<file path="src/rtl/bcd_calc_sequencer.sv">
// Sequences LOAD/ADD/SUB/CLEAR commands onto an external two-digit BCD adder/subtractor and keeps the accumulator.
// Optional operand digit checking is enabled by defining BCD_SEQ_DIGIT_CHECK_EN.
module bcd_calc_sequencer #(
    parameter int unsigned SETTLE_CYCLES = 2
) (
    input  logic       clk,
    input  logic       rst_n,
    input  logic       cmd_valid,
    output logic       cmd_ready,
    input  logic [1:0] cmd_op,
    input  logic [3:0] cmd_d10,
    input  logic [3:0] cmd_d1,
    output logic [3:0] dp_in1_10,
    output logic [3:0] dp_in1_1,
    output logic [3:0] dp_in2_10,
    output logic [3:0] dp_in2_1,
    output logic       dp_operator,
    input  logic [3:0] dp_res10,
    input  logic [3:0] dp_res1,
    input  logic       dp_flag,
    output logic [3:0] acc_10,
    output logic [3:0] acc_1,
    output logic       res_valid,
    output logic       err
);

    typedef enum logic {
        IDLE,
        DRIVE
    } state_t;

    localparam logic [1:0] OP_LOAD  = 2'b00;
    localparam logic [1:0] OP_CLEAR = 2'b11;
    localparam logic [3:0] CNT_INIT = 4'(SETTLE_CYCLES - 1);

    state_t     state;
    state_t     state_nxt;
    logic [3:0] cnt;
    logic       accept;
    logic       digits_bad;
    logic       exec;

`ifdef BCD_SEQ_DIGIT_CHECK_EN
    assign digits_bad = (cmd_d10 > 4'd9) || (cmd_d1 > 4'd9);
`else
    assign digits_bad = 1'b0;
`endif

    always_comb begin
        cmd_ready = (state == IDLE);
        accept    = cmd_valid && (state == IDLE);
        // Arithmetic only launches when clean: a sticky error or bad digit consumes the command in IDLE.
        exec      = accept && (cmd_op != OP_LOAD) && (cmd_op != OP_CLEAR) && !err && !digits_bad;
    end

    always_comb begin
        state_nxt = state;
        case (state)
            IDLE:    if (exec) state_nxt = DRIVE;
            DRIVE:   if (cnt == 4'd0) state_nxt = IDLE;
            default: state_nxt = IDLE;
        endcase
    end

    always_ff @(posedge clk or negedge rst_n) begin
        if (!rst_n) state <= IDLE;
        else        state <= state_nxt;
    end

    always_ff @(posedge clk or negedge rst_n) begin
        if (!rst_n) begin
            acc_10      <= 4'd0;
            acc_1       <= 4'd0;
            dp_in1_10   <= 4'd0;
            dp_in1_1    <= 4'd0;
            dp_in2_10   <= 4'd0;
            dp_in2_1    <= 4'd0;
            dp_operator <= 1'b0;
            cnt         <= 4'd0;
            res_valid   <= 1'b0;
            err         <= 1'b0;
        end else begin
            res_valid <= 1'b0;
            if (accept) begin
                case (cmd_op)
                    OP_LOAD: begin
                        if (digits_bad) begin
                            err <= 1'b1;
                        end else begin
                            acc_10    <= cmd_d10;
                            acc_1     <= cmd_d1;
                            err       <= 1'b0;
                            res_valid <= 1'b1;
                        end
                    end
                    OP_CLEAR: begin
                        acc_10    <= 4'd0;
                        acc_1     <= 4'd0;
                        err       <= 1'b0;
                        res_valid <= 1'b1;
                    end
                    default: begin
                        if (digits_bad) begin
                            err <= 1'b1;
                        end else if (exec) begin
                            dp_in1_10   <= acc_10;
                            dp_in1_1    <= acc_1;
                            dp_in2_10   <= cmd_d10;
                            dp_in2_1    <= cmd_d1;
                            dp_operator <= cmd_op[1];
                            cnt         <= CNT_INIT;
                        end
                    end
                endcase
            end else if (state == DRIVE) begin
                // Datapath result is only trusted on the final settle edge.
                if (cnt == 4'd0) begin
                    if (dp_flag) begin
                        err <= 1'b1;
                    end else begin
                        acc_10    <= dp_res10;
                        acc_1     <= dp_res1;
                        res_valid <= 1'b1;
                    end
                end else begin
                    cnt <= cnt - 4'd1;
                end
            end
        end
    end

endmodule

</file>
<file path="config.mk">
export PLATFORM = sky130hd
export DESIGN_NAME = bcd_calc_sequencer
export DESIGN_NICKNAME = d
export VERILOG_FILES = /design/src/rtl/bcd_calc_sequencer.sv
export SDC_FILE = /design/constraint.sdc
export NUM_CORES = 1
export LEC_CHECK = 0
export BUFFER_PORTS_ARGS = -buffer_cell sky130_fd_sc_hd__buf_4
export CORE_UTILIZATION = 25
export CTS_CLUSTER_SIZE = 28
export DETAILED_ROUTE_END_ITERATION = 10
export GPL_ROUTABILITY_DRIVEN = 1
export HOLD_SLACK_MARGIN = 0.15
export MAX_ROUTING_LAYER = met4
export PLACE_DENSITY = 0.47
export SLEW_MARGIN = 20
export SYNTH_ARGS = -nofsm -noshare
export SYNTH_HDL_FRONTEND = slang
export SYNTH_SLANG_ARGS = --single-unit
</file>
<file path="constraint.sdc">
create_clock -name clk -period 4.55 [get_ports clk]
set_input_delay 0.91 -clock clk [delete_from_list [all_inputs] [get_ports clk]]
set_output_delay 0.91 -clock clk [all_outputs]
set_load 0.03 [all_outputs]
</file>
==> flow_summary.toml <==
[status]
status = "finished, final reports clean"

[min_path]
hold_depth = 1
hp-class = "register to register"
holdPathEnd = "dp_in1_1[2]"
hp-start = "dp_in1_1[2]"

[critical_path]
r2r_start = "cnt[1]"
cp-end-kind = "register"
timing.rr.end = "acc_1[3]"
rr_worst_depth = 5
crit_type = "primary input to register"
worstPathArrival_ns = 2.35
required_ns = 4.72
cp-start-kind = "primary input"
cp_max_fo = 18
r2r_setup_slack_ns = 2.65

[clocking]
cts_tree = "done"
path_clk_slew_ns = 0.06
h-tree-depth = 2
postCtsSetupRepairBufs = 0
clock_latency_ns = 0.28
cts_resized = 0
cts.sinks = 32
clock_path_buffers = 2
cts_hold_buf = 0
numCtsBuffers = 5
clock-root-buffer = "clkbuf_8"

[timing]
whs_ns = 0.5058
relSlewSlack_pct = 62.83
rsz0062_at_grt = "false"
fin_skew_ns = 0.004950
report.final.slew_viol_count = 0
timing.final.crit_share_pct = 47.97
fmax_mhz = 458.2
timing_worst_slew_pin_value_ns = 0.5555
post-route-min-period_ns = 2.183
setup_tns_ns = 0
setup_viol = 0
hold_viol = 0

[finish]
nFillCells = 603
final_nets = 200
regArea_um2 = 800.8
areaGrowthSynthToFinish_pct = 33.31
multi_input_area_um2 = 640.6
n_antenna_cell = 0
layout-drive-gt1-share_pct = 43.43

[grt]
grt_pass1_wl_um = 5782
grt.overflow.total = 0
grt_max_degree = 33
grt_pass1_vias = 1217
antenna_found_initial = 0
grt_use_total_pct = 12.36

[detailed_routing]
drt_iter0_markers = 48
routed_wl_um = 3556
drc = 0
detail_route.wl_per_cell_um = 14.22
vias = 1141
viasPerCell = 4.564
drtAntennaViolNets = 0
drt_first_pass_iters = 4

[logic_synthesis]
synth_nets = 148
synth_warnings = 0
synth_seq_area_share_pct = 52.50
synth_area_um2 = 1525
yosys_register_bits = 32
synth.distinct_cells = 30
syn-instance-count = 123
avgSynthCellArea_um2 = 12.40

[placement]
io_buffers = 49
gp_congestion = 0.7643
dp_hpwl_um = 2615

[run]
maxCapViolations = 0

[die]
ios = 50
die_h_um = 80.11
rows = 28
start_util_pct = 25.91
coreArea_um2 = 5886
die_x_um = 80.11
dieArea_um2 = 6417

[power_and_ir_drop]
power_leakage_uw = 0.0009942
vdd_drop_max_mv = 0.2383
pwr_density_cell_nw_per_um2 = 754.7
-- per-layer routing --
layer | part of all wire, % | up-vias | track usage [%] | wire length, um
li1 | - | 540 | - | -
met1 | 44 | 549 | 14.96 | 1555
met2 | 48 | 42 | 19.23 | 1705
met3 | 5.9 | 10 | 2.955 | 211
met4 | 2.3 | 0 | 6.250 | 83
met5 | 0 | - | - | 0
-- worst max-delay path by stage --
| stage | start | end | slack (ns) | cells after the start |
|---|---|---|---|---|
| final | cmd_op[0] | dp_in2_1[2] | 2.37 | 5 |
| after detailed placement | cmd_op[0] | dp_in2_1[2] | 2.05 | 5 |
| after global routing | cmd_op[0] | dp_in2_1[2] | 2.30 | 5 |
| after global placement | cmd_op[0] | dp_in2_1[1] | 2.10 | 5 |
| after floorplan | cmd_op[0] | dp_in1_10[2] | 2.35 | 6 |
| after CTS | cmd_op[0] | dp_in2_1[2] | 2.35 | 5 |
-- critical path, stage by stage --
cell and delay [ns]:
buf_4 0.11, ha_1 0.32, nor3_4 0.30, nand3_4 0.30
mux2_4 0.39
-- stage by stage --
stage               std cells  power [uW]  cell area, um^2  setup slack [ns]  util (%)
floorplan                 123        1054             1525             2.350         -
global placement          243        1329             1956             2.105     33.23
detailed placement        243        1346             1956             2.052     33.23
CTS                       250        1555             2033             2.353     34.55
global route              250        1632             2033             2.297     34.55
finish                    250        1534             2033             2.367     34.55
-- cell type report --
class                      instances  share of cell area [%]
sequential                        32                   39.38
timing repair buffer              49                   18.09
inverter                          14                   2.585
clock inverter                     1                  0.2462
clock buffer                       6                   3.569
multi-input combinational         73                   31.51
tap                               75                   4.615
-- where the power goes --
group	internal [uW]	switching (uW)
Combinational	352	447
Clock	104	98.3
Sequential	426	107
Total	882	653
-- cells in the mapped netlist --
library cell	n	area [um^2]
a211o_1	1	8.760
a21oi_1	1	5.000
a221oi_1	8	70.07
a31o_2	1	8.760
a31oi_1	1	6.260
buf_2	1	5.000
buf_6	2	22.52
clkbuf_1	1	3.750
dfrtp_1	32	800.8
ha_1	3	37.54
inv_1	14	52.55
mux2_2	8	90.09
mux2_4	9	135.1
mux2i_1	1	10.01
nand2_1	2	7.510
nand2b_1	9	56.30
nand3_4	1	17.52
nand4bb_1	1	11.26
nor2_1	5	18.77
nor2b_1	1	6.260
nor3_1	10	50.05
nor3_4	1	16.27
nor3b_1	2	15.01
nor4bb_1	1	10.01
o211a_1	1	10.01
o21ai_0	2	10.01
o22a_4	1	17.52
o22ai_1	1	6.260
o2bb2ai_1	1	8.760
o31ai_1	1	7.510
-- layout by cell type (no fill, tap or decap), drive strengths merged, types with 2 or more instances in the layout --
master and count:
a221oi 8, buf 49, clkbuf 6, dfrtp 32, ha 3, inv 14
mux2 17, nand2 2, nand2b 9, nor2 5, nor3 11, nor3b 2
o21ai 2
-- sequential cells by signal (all words and copies together), names as in the netlist --
register	cells
acc_1	4
acc_10	4
cnt	4
dp_in1_1	4
dp_in1_10	4
dp_in2_1	4
dp_in2_10	4
dp_operator	1
err	1
res_valid	1
state	1
-- cell families (layout without fill, tap and decap cells) --
| kind of cell | Yosys count | count (layout) | synth area share [%] |
|---|---|---|---|
| AOI/OAI and AO/OA | 19 | 19 | 10.42 |
| buffers and inverters | 18 | 70 | 5.496 |
| and+or+nand+nor | 33 | 33 | 13.70 |
| DFF | 32 | 32 | 52.50 |
| muxes | 18 | 18 | 15.42 |
| adders and majority gates | 3 | 3 | 2.461 |
No activity file was read; power rests on OpenSTA's default activity.
